### src/rtl/rgb_hue_sequencer.sv
// Colour-wheel sequencer feeding the three PWM duty inputs of the RGB LED driver.
// Each advance moves exactly one channel by one duty level; pacing comes from the prescaler tick.
module rgb_hue_sequencer #(
  parameter int DUTY_WIDTH = 2,
  parameter int HOLD_WIDTH = 16
) (
  input  logic                  clk,
  input  logic                  rst,
  input  logic                  step_tick,
  input  logic                  enable,
  input  logic                  restart,
  input  logic [HOLD_WIDTH-1:0] hold_limit,
  output logic [DUTY_WIDTH-1:0] duty_r,
  output logic [DUTY_WIDTH-1:0] duty_g,
  output logic [DUTY_WIDTH-1:0] duty_b,
  output logic [2:0]            phase,
  output logic                  wrap
);

  typedef enum logic [2:0] {
    PH_RED     = 3'd0,
    PH_YELLOW  = 3'd1,
    PH_GREEN   = 3'd2,
    PH_CYAN    = 3'd3,
    PH_BLUE    = 3'd4,
    PH_MAGENTA = 3'd5
  } phase_t;

  localparam logic [DUTY_WIDTH-1:0] MAX      = '1;
  localparam logic [DUTY_WIDTH-1:0] RAMP_TOP = MAX - DUTY_WIDTH'(1);

  phase_t                phase_q, phase_d;
  logic [DUTY_WIDTH-1:0] ramp_q, ramp_d;
  logic [HOLD_WIDTH-1:0] hold_q, hold_d;
  logic                  wrap_q, wrap_d;

  always_ff @(posedge clk) begin
    if (rst) begin
      phase_q <= PH_RED;
      ramp_q  <= '0;
      hold_q  <= '0;
      wrap_q  <= 1'b0;
    end else begin
      phase_q <= phase_d;
      ramp_q  <= ramp_d;
      hold_q  <= hold_d;
      wrap_q  <= wrap_d;
    end
  end

  // The >= compare keeps the counter bounded when hold_limit drops below it mid-count.
  always_comb begin
    phase_d = phase_q;
    ramp_d  = ramp_q;
    hold_d  = hold_q;
    wrap_d  = 1'b0;
    if (restart) begin
      phase_d = PH_RED;
      ramp_d  = '0;
      hold_d  = '0;
    end else if (step_tick && enable) begin
      if (hold_q >= hold_limit) begin
        hold_d = '0;
        if (ramp_q < RAMP_TOP) begin
          ramp_d = ramp_q + DUTY_WIDTH'(1);
        end else begin
          ramp_d = '0;
          if (phase_q == PH_MAGENTA) begin
            phase_d = PH_RED;
            wrap_d  = 1'b1;
          end else begin
            phase_d = phase_t'(phase_q + 3'd1);
          end
        end
      end else begin
        hold_d = hold_q + HOLD_WIDTH'(1);
      end
    end
  end

  // Ramp never reaches MAX, so MAX - ramp_q cannot underflow.
  always_comb begin
    duty_r = '0;
    duty_g = '0;
    duty_b = '0;
    case (phase_q)
      PH_RED: begin
        duty_r = MAX;
        duty_g = ramp_q;
      end
      PH_YELLOW: begin
        duty_r = MAX - ramp_q;
        duty_g = MAX;
      end
      PH_GREEN: begin
        duty_g = MAX;
        duty_b = ramp_q;
      end
      PH_CYAN: begin
        duty_g = MAX - ramp_q;
        duty_b = MAX;
      end
      PH_BLUE: begin
        duty_r = ramp_q;
        duty_b = MAX;
      end
      PH_MAGENTA: begin
        duty_r = MAX;
        duty_b = MAX - ramp_q;
      end
      default: begin
        duty_r = '0;
        duty_g = '0;
        duty_b = '0;
      end
    endcase
  end

  assign phase = phase_q;
  assign wrap  = wrap_q;

endmodule
### config.mk
export PLATFORM = sky130hd
export DESIGN_NAME = rgb_hue_sequencer
export DESIGN_NICKNAME = d
export VERILOG_FILES = /design/src/rtl/rgb_hue_sequencer.sv
export SDC_FILE = /design/constraint.sdc
export NUM_CORES = 1
export LEC_CHECK = 0
export ABC_AREA = 1
export CELL_PAD_IN_SITES_DETAIL_PLACEMENT = 1
export CELL_PAD_IN_SITES_GLOBAL_PLACEMENT = 2
export CORE_MARGIN = 2
export CORE_UTILIZATION = 38
export CTS_BUF_LIST = sky130_fd_sc_hd__clkbuf_8
export DETAILED_ROUTE_END_ITERATION = 10
export DONT_BUFFER_PORTS = 1
export PLACE_DENSITY = 0.9
export SETUP_SLACK_MARGIN = 0.3
export SYNTH_ARGS = -nofsm -noshare
export SYNTH_HDL_FRONTEND = slang
export SYNTH_SLANG_ARGS = --single-unit
### constraint.sdc
create_clock -name clk -period 3.8 [get_ports clk]
set_input_delay 0.19 -clock clk [delete_from_list [all_inputs] [get_ports clk]]
set_output_delay 0.19 -clock clk [all_outputs]
set_load 0.01 [all_outputs]
---- Word-level counts from Yosys, hierarchy flattened ----
Index checks and enable logic that the tools add are counted.
word-level totals
  register bits ........................... 22
  bits in latches ......................... 0
  memory bits (writable) .................. 0
  bits in read-only memories .............. 0
  output and inout port bits .............. 10
  word-level logic and storage cells ...... 34
  memories ................................ 0
operators by class
  add/sub/neg operators ................... 4
  $mul .................................... 0
  div/mod/pow operators ................... 0
  magnitude comparators ................... 2
  equality and inequality tests ........... 5
  shift-type cells ........................ 0
  multiplexer cells ....................... 7
  bitwise operators ....................... 3
  reduce and logical (&&, ||, !) cells .... 9
operators with widths
  kind                                                                   count
  2-bit case mux with 3 select lines                                     3
  16-bit by 1-bit adder with 16-bit output, second input constant        1
  16-bit greater-or-equal comparator                                     1
  16-bit two-way mux                                                     1
  2-bit OR reduction                                                     4
  3-bit by 2-bit equality test with 1-bit output, second input constant  2
  3-bit equality test, second input constant                             2
  5-bit OR reduction                                                     1
  3-bit by 1-bit adder with 3-bit output, second input constant          1
  3-bit by 1-bit equality test with 1-bit output, second input constant  1
  3-bit zero test                                                        1
  3-bit two-way mux                                                      1
  1-bit NOT                                                              3
  3-bit AND reduction                                                    1
  2-bit by 1-bit adder with 2-bit output, second input constant          1
  2-bit less-than comparator, second input constant                      1
  2-bit two-way mux                                                      1
  2-bit AND reduction                                                    1
  2-bit subtractor, first input constant                                 1
  1-bit logical AND                                                      1
  1-bit two-way mux                                                      1

---- Longest topological paths before layout ----
Gate-level depths: netlist (run 1).
  depth in word-level cells ............... 3
  gate-level depth with buffers ........... 15
  depth with buffers taken out ............ 14

---- Least setup slack after synthesis (run 1) ----
OpenSTA, ideal clock, no wires.
  path type ............................... reg-to-reg
  start point ............................. register hold_q[3]
  end point ............................... register hold_q[10]
  setup time .............................. 0.064 ns
  data arrival time ....................... 1.503 ns
  setup slack ............................. 2.233 ns
  stages on the path, launching flop included .. 12
  cell sequence ........................... dfxtp_1 -> ha_1 -> a21oi_1 -> nand2_1 -> nand2_1 -> nand2_1 -> nand2_1 -> nand2_1 -> nand2_1 -> nand2_2 -> buf_4 -> nor2_1
between the ends
  word-level cells in the longest chain between the ends .. 2
  elaborated cells on any way between the ends .. 3
  those cells by class .................... add/sub (1); order compare (1); mux (1)
RTL lines
  what                                                                                                   line    source
  start: declaration                                                                                     34      logic [HOLD_WIDTH-1:0] hold_q, hold_d;
  start signal: assignment                                                                               46      hold_q <= hold_d;
  16-bit by 1-bit adder with 16-bit output / 16-bit greater-or-equal comparator (equally long branches)  76, 62
  16-bit two-way mux (*)                                                                                 62      if (hold_q >= hold_limit) begin
Mark *: on every way between the ends. The rest lies on a longest branch, timed or not.
A chain may end at the register's enable or synchronous reset.

---- Worst setup path after layout (run 1) ----
  start point ............................. register hold_q[4]
  end point ............................... register hold_q[15]
The elaborated chain is that of the path after synthesis.

==> results.md, run 1 <==
- The flow ran to the end, and the final reports show no timing, DRC or antenna violations.
- Counting flops and latches in the post-synthesis netlist gives 22.
- The number of global-route vias before repair is 1,456.
- The die covers just under 5000 sq um.
- The number of hold violations in the final report came to 0.
- In this run, the number of DRC markers left after iteration 0 of detailed routing was 60.
- For this run, the register share of the synthesized area comes to 0.264.
- The CTS tree is built.
- In the routed design, unresolved DRC markers number 0.
- The final route contains 1,513 vias.
- The starting density of the core is 0.389.
- The origin of the worst min-delay path is rst.
- The count of yosys warnings during synthesis is 0.
- For the pin with the worst max-slew slack, the measured transition is 0.446 ns.
- Buffers inserted to repair hold after CTS numbered 0.
- Summing every instance area after synthesis gives ~1700 sq um.
- The overall die height is 70.3 microns.
- The fraction of final layout cells sized beyond drive strength 1 is 0.0843.
- The number of levels in the clock H-tree is 1.
- After routing the design area is 1770 sq um.
- The design draws 0.000426 W.
- After layout, the worst setup slack is approximately 1.7 ns.
- The area taken by flip-flops and latches is 440 sq um.
- The worst register-to-register path begins at hold_q[4].
- At the end of the flow, the number of nets in the layout was between 200 and 300.
- The detailed-placement wirelength estimate is 2990 microns.
- In this run, CTS created clock tree buffers numbering 3.
- The final antenna diode count is 0.
- The first detailed-routing pass ran for 4 iterations.
- The clock latency on the worst-skew pair is 0.26 ns.
- By area the synthesized netlist is led by sky130_fd_sc_hd__dfxtp_1, sky130_fd_sc_hd__ha_1, sky130_fd_sc_hd__nand2_1, sky130_fd_sc_hd__inv_1, sky130_fd_sc_hd__nor2_1.
- The floorplan step set the die width to between 70 and 80 microns.
- In the final layout, the multi-input gates occupy 1040 sq um.
- Clock skew on the completed layout was measured at 0.00415 ns.
- Dividing the detail-routed via count by the number of cells gives 5.03.
- The leakage power of the design is 0.837 nW.
- The tree is rooted in a sky130_fd_sc_hd__clkbuf_8.
- The count of filler cells inserted in the layout is 580.
- After clock tree synthesis, the repair step resized 0 gates.
- The placed instances occupy a cell area of 1720 sq um.
- The number of I/O pins is 31.
- The count of unique library cells instantiated by Yosys is 29.
- The count of buffers added on input and output ports is 0.
- The total power density per cell area is 241 nW/um^2.
- At the end of routability-driven placement, the weighted congestion stood at 0.793.
- The minimum clock period is 2.07 ns.
- For the worst setup path, the data required time is 4.00 ns.
- Max-cap violations in this run came to 0.
- STA classifies the critical path endpoint as a flip-flop.
- The post-synthesis area per instance is 6.74 sq um.
- The global-route wire length before repair is 6500 microns.
- The library cells used most frequently in the layout, excluding fill and tap cells, are sky130_fd_sc_hd__nand2_1, sky130_fd_sc_hd__inv_1, sky130_fd_sc_hd__nor2_1.
- The critical path launch point type is a flip-flop.
- The setup TNS is 0 ns.
- Synthesis produced a netlist with a net count of 287.
- The total wirelength of the detailed-routed design is 3600 microns.
- Clock tree synthesis found a total of 22 sinks.
- Data on the critical path arrives at its endpoint at 2.27 ns.
- The share of the synthesized area in the top cell type is 0.264.
- The biggest area contributor in the post-synthesis netlist is sky130_fd_sc_hd__dfxtp_1.
- The sum of overflow across all layers after global routing is 0.
- By startpoint and endpoint, the worst setup path is classified as flip-flop to flip-flop.
- The post-CTS setup-driven buffer insertion count is 0.
- The most common library cell in the layout ignoring fill and taps is sky130_fd_sc_hd__nand2_1.
- Compared with the post-synthesis result, the final layout area differs by 5.99%.
- Setup violations remaining at the end of the flow were counted as 0.
- The post-route fraction of the period consumed by the critical path is 0.544.
- The initial antenna violation count is 0.
- Setup slack on the worst reg-to-reg path comes out at 1.73 ns.
- In the global route stage, overall resource usage came out at 0.160.
- Row generation in the floorplan step produced 24 rows.
- Clock-pin slew was measured on the worst setup and hold paths at approximately 0.080 ns.
- The path class of the tightest hold or removal check is primary input to flip-flop.
- In this run the worst path has a maximum fanout of 16.
- Before CTS, the worst setup slack after placement is roughly 1.7 ns.
- No sink is reached through more buffers than the 2 on the longest clock path.
- The worst-case IR drop observed on VDD is ~0.11 mV.
- In this run the worst setup path begins at hold_q[4].
- The number of pins exceeding their max-slew limit in the final report was 0.
- The detail route stage leaves a number of antenna-violating nets equal to 0.
- The core region is 4290 sq um.
- The routed length per instance is 12.0 microns.
- Setup repair after global routing left no endpoint under its margin.
- The maximum clock frequency is 484 MHz.
- Entering global routing, the biggest net connects 17 pins.
- Synthesis handed over a netlist of 248 instances.
- Headroom to the max-slew limit came out at 0.700.
==> cell usage after synthesis, drive strengths merged <==
| library cell | instances |
|---|---|
| xor2 | 7 |
| nand3 | 11 |
| ha | 18 |
| nor3 | 8 |
| a21oi | 16 |
| o21ai | 11 |
| dfxtp | 22 |
| o211ai | 2 |
| clkinv | 1 |
| xnor2 | 1 |
| inv | 45 |
| nand3b | 1 |
| mux2i | 1 |
| nor2 | 35 |
| nor4 | 1 |
| nand4 | 8 |
| or2 | 1 |
| buf | 3 |
| nand2 | 56 |
==> flip-flops by register name, summed over array words and instances, names as in the netlist <==
register and cells:
ramp_q 2, wrap 1, phase 3, hold_q 16
==> per-stage QoR <==
stage          utilization  hold slack, ns  cells
6_report             0.412           0.166    301
5_1_grt              0.412           0.191    301
4_1_cts              0.412           0.165    301
3_5_place_dp         0.399           0.448    297
3_3_place_gp         0.399           0.450    297
2_1_floorplan            -           0.402    248
==> metal layers <==
layer	wire length, microns	global-route usage	part of all wire
met1	1830	0.216	0.51
met4	52	0.0577	0.014
met3	98	0.0173	0.027
met2	1620	0.263	0.45
met5	0	0	0
==> kinds of logic (layout without fill, tap and decap cells) <==
kind of cell	after synthesis	count (layout)	share of synthesized area
fa+ha+maj	18	18	0.135
mux	1	1	0.00599
compound gates	29	29	0.0921
buf+inv	49	50	0.116
simple gates	121	121	0.345
flops	22	22	0.264
xor+xnor	8	8	0.0419
==> worst max-delay path, cell delays in order, from the launching register on <==
cell and delay [ns]:
sky130_fd_sc_hd__dfxtp_1 0.50, sky130_fd_sc_hd__ha_1 0.30, sky130_fd_sc_hd__nand2_1 0.06, sky130_fd_sc_hd__inv_1 0.04
sky130_fd_sc_hd__nand2_1 0.07, sky130_fd_sc_hd__nor2_1 0.05, sky130_fd_sc_hd__nor2_1 0.07, sky130_fd_sc_hd__nand2_1 0.09
sky130_fd_sc_hd__nand2_1 0.07, sky130_fd_sc_hd__nand2_1 0.24, sky130_fd_sc_hd__nand2_1 0.16, sky130_fd_sc_hd__nand2_2 0.20
sky130_fd_sc_hd__nor2_1 0.16
==> layout make-up <==
class / count / area share
multi-input cells: 177 / 0.585
flip-flops and latches: 22 / 0.249
inverters: 46 / 0.0982
well taps: 52 / 0.0367
clock buffers: 4 / 0.0311
==> final timing paths <==
kind | endpoint | cells past startpoint
max | hold_q[15] | 12
min | phase[1] | 3
max reg2reg | hold_q[15] | 12
min reg2reg | hold_q[14] | 3
==> power breakdown <==
part	total, W	internal [W]	leakage, nW	switching, W
registers	0.000231	0.000231	0.177	0.000000466
clock network	0.000168	0.0000924	0.0288	0.0000759
logic	0.0000270	0.00000936	0.631	0.0000176
total	0.000426	0.000332	0.837	0.0000940
No activity file was read; power rests on OpenSTA's default activity.
==> run 2: changes to the inputs <==
Settings changed: CORE_UTILIZATION 38 to 32, PLACE_DENSITY 0.9 to 0.81.
Clock period 3.8 ns to 1.9 ns, I/O delays scaled along.
==> run 2 against run 1 <==
Critical path depth rose by 1. Largest power group unchanged. Sequential share of layout area fell by 3.5 points. Critical path type unchanged. Clock power rose by 73%. Cell count rose by 10%. Core utilization rose by 0.81 points. Clock-buffer cell count fell by 1. Die area rose by 18%. Worst hold slack got worse by 0.045 ns. Combinational power rose to 3.0 times the previous value. Fmax rose by 25%. Worst setup slack got worse by 1.5 ns. Sequential cell count did not move.
==> results.md, run 2 (same netlist as run 1, synthesis figures left out) <==
- The max-slew headroom at the worst pin was 0.479 (-0.221).
- The number of levels in the clock H-tree was 1 (unchanged).
- The setup path with the least slack is of type flip-flop to flip-flop.
- The number of I/O pins is 31 (unchanged).
- The register with the most flip-flops is hold_q.
- The total number of vias was 1,585 (+4.8%).
- The highest net fanout along the worst path is 5 (-11).
- The critical path launch point type is a flip-flop.
- The starting density of the core is 0.329 (-0.0598).
- Setup repair after global routing could not meet its margin everywhere.
- The detailed-placement wirelength estimate came to 3180 microns (+6.6%).
- The remaining antenna violation count is 0 (unchanged).
- The fraction of final layout cells sized beyond drive strength 1 came to 0.310 (+0.226).
- The count of standard-cell rows came to 26 (+8.3%).
- The overall die height came to 76.3 microns (+8.5%).
- The number of hold violations in the final report is 0 (unchanged).
- The area growth from synthesis to final layout is 27.7%.
- The signal arrival time at the worst endpoint is 1.81 ns (-0.46 ns).
- The total power density per cell area came to 389 nW/um^2 (+61%).
- The library cells used most frequently in the layout, excluding fill and tap cells, are sky130_fd_sc_hd__inv_1, sky130_fd_sc_hd__nand2_1, sky130_fd_sc_hd__nor2_1.
- The ratio of routed vias to standard cells is 4.79 (-4.7%).
- The final antenna diode count is 0 (unchanged).
- The number of global-route vias before repair is 1,569 (+7.8%).
- The flip-flop count of the largest register, all copies and words added is 16 (unchanged).
- The post-route fraction of the period consumed by the critical path is 0.869 (+0.325).
- The count of TritonRoute iterations in the first routing pass is 4 (unchanged).
- The setup TNS is 0 ns (unchanged).
- STA classifies the critical path endpoint as a flip-flop.
- The clock latency on the worst-skew pair was 0.26 ns (about the same).
- The placeable core region is 5070 sq um (+18%).
- The routed length per instance is 13.0 microns (+9.0%).
- The number of sinks handled by clock tree synthesis is 22 (unchanged).
- The clock skew after layout is 0.00237 ns (-0.00178 ns).
- The overall routing resource usage was 0.154 (-0.00640).
- The leakage power of the design is 0.932 nW (+11%).
- The initial antenna violation count is 0 (unchanged).
- The minimum clock period is 1.65 ns (-0.415 ns).
- The die span in x is 76.3 microns (+8.5%).
- The flow ran to the end, and the final reports show no timing, DRC or antenna violations.
- The number of pins exceeding their max-slew limit in the final report is 0 (unchanged).
- The post-route core utilization is 0.420 (+0.00807).
- The maximum number of pins on one net before global-route repair is 12 (-5).
- The path category of the worst min-delay check is primary input to flip-flop.
- The largest voltage drop on the vdd net came to 0.242 mV (+120%).
- The total wirelength of the detailed-routed design is 4320 microns (+20%).
- The maximum clock frequency was 606 MHz (+25%).
- The measured slew at the worst slew-check pin is 0.778 ns (+0.332 ns).
- The final weighted congestion of routability-driven global placement was 0.698 (-12%).
- TritonCTS built the clock tree.
- The clock slew seen by the registers of the worst setup and hold paths is 0.08 ns (about the same).
- The first-iteration detailed-routing DRC count is 58 (-3.3%).
- The most common library cell in the layout ignoring fill and taps is sky130_fd_sc_hd__inv_1.
- The DRC violations left came to 0 (unchanged).
- The clock tree buffer depth was 2 (unchanged).
- The total die area was 5810 sq um (+18%).
- The number of nets in the layout is 302 (+4.5%).
- The global-route wire length before repair was 7400 microns (+14%).
- The count of filler cells inserted in the layout is 657 (+13%).
- The count of final setup violators is 0 (unchanged).
- The data required time of the critical path was 2.06 ns (-1.94 ns).
- The count of buffers inserted at the top-level ports came to 0 (unchanged).
- The number of clock buffers inserted by TritonCTS is 3 (unchanged).
- The tree is rooted in a sky130_fd_sc_hd__clkbuf_8.
- The max-capacitance violation count is 0 (unchanged).
- The sum of overflow across all layers after global routing came to 0 (unchanged).
[run 2: routing by layer]
metal / vias to the layer above / share of wire / track usage / wire (microns)
met3: 2 / 0.029 / 0.0225 / 126
met5: - / 0 / 0 / 0
met2: 24 / 0.48 / 0.264 / 2060
li1: 814 / - / - / -
met4: 0 / 0.0083 / 0.0436 / 36
met1: 745 / 0.49 / 0.201 / 2090
[run 2: layout make-up]
class                           count  area, sq um  share of cell area
Tap cell                           70         87.6              0.0411
Clock buffer                        3         41.3              0.0194
Timing Repair Buffer               12         97.6              0.0457
Sequential cell                    22          457               0.214
Inverter                           46          176              0.0827
Multi-Input combinational cell    178         1270               0.597
[run 2: critical path, cell delays in order (launching register included)]
cell,delay (ns)
sky130_fd_sc_hd__dfxtp_4,0.36
sky130_fd_sc_hd__ha_4,0.29
sky130_fd_sc_hd__nand2_4,0.05
sky130_fd_sc_hd__inv_4,0.06
sky130_fd_sc_hd__nand2_4,0.05
sky130_fd_sc_hd__nor2_2,0.09
sky130_fd_sc_hd__nor2_1,0.05
sky130_fd_sc_hd__nand2_2,0.09
sky130_fd_sc_hd__nand2_2,0.07
sky130_fd_sc_hd__nand2_4,0.11
sky130_fd_sc_hd__buf_6,0.13
sky130_fd_sc_hd__nand3_1,0.06
sky130_fd_sc_hd__nand2_1,0.09
sky130_fd_sc_hd__nor2_1,0.04
[run 2: worst paths after layout]
| check | start | end | slack [ns] | cells past startpoint |
|---|---|---|---|---|
| max | hold_q[7] | phase[2] | 0.25 | 13 |
| min | enable | hold_q[0] | 0.12 | 3 |
| min reg2reg | ramp_q[0] | ramp_q[0] | 0.55 | 2 |
| max reg2reg | hold_q[7] | phase[2] | 0.25 | 13 |
[run 2: what timing repair did]
action                     CTS  global route
pin swaps                   10            14
hold buffers                 0             0
buffers inserted             4             0
setup endpoints to repair   25            28
resized for setup           32            36
cloned                       2             0
[run 2: power by group]
| part | switching [W] | internal [W] | total [W] |
|---|---|---|---|
| registers | 0.000000629 | 0.000459 | 0.000459 |
| clock network | 0.000148 | 0.000141 | 0.000290 |
| logic | 0.0000522 | 0.0000280 | 0.0000802 |
| total | 0.000201 | 0.000628 | 0.000829 |
[run 2: per-stage QoR]
| step | hold slack (ns) | setup slack [ns] | total power, W | area [sq um] | std cells |
|---|---|---|---|---|---|
| 2_1_floorplan | 0.307 | 0.333 | 0.000518 | 1670 | 248 |
| 3_3_place_gp | 0.376 | 0.123 | 0.000529 | 1790 | 322 |
| 3_5_place_dp | 0.374 | 0.0687 | 0.000529 | 1790 | 322 |
| 4_1_cts | 0.115 | 0.255 | 0.000827 | 1990 | 331 |
| 5_1_grt | 0.114 | 0.142 | 0.000881 | 2130 | 331 |
| 6_report | 0.121 | 0.249 | 0.000829 | 2130 | 331 |
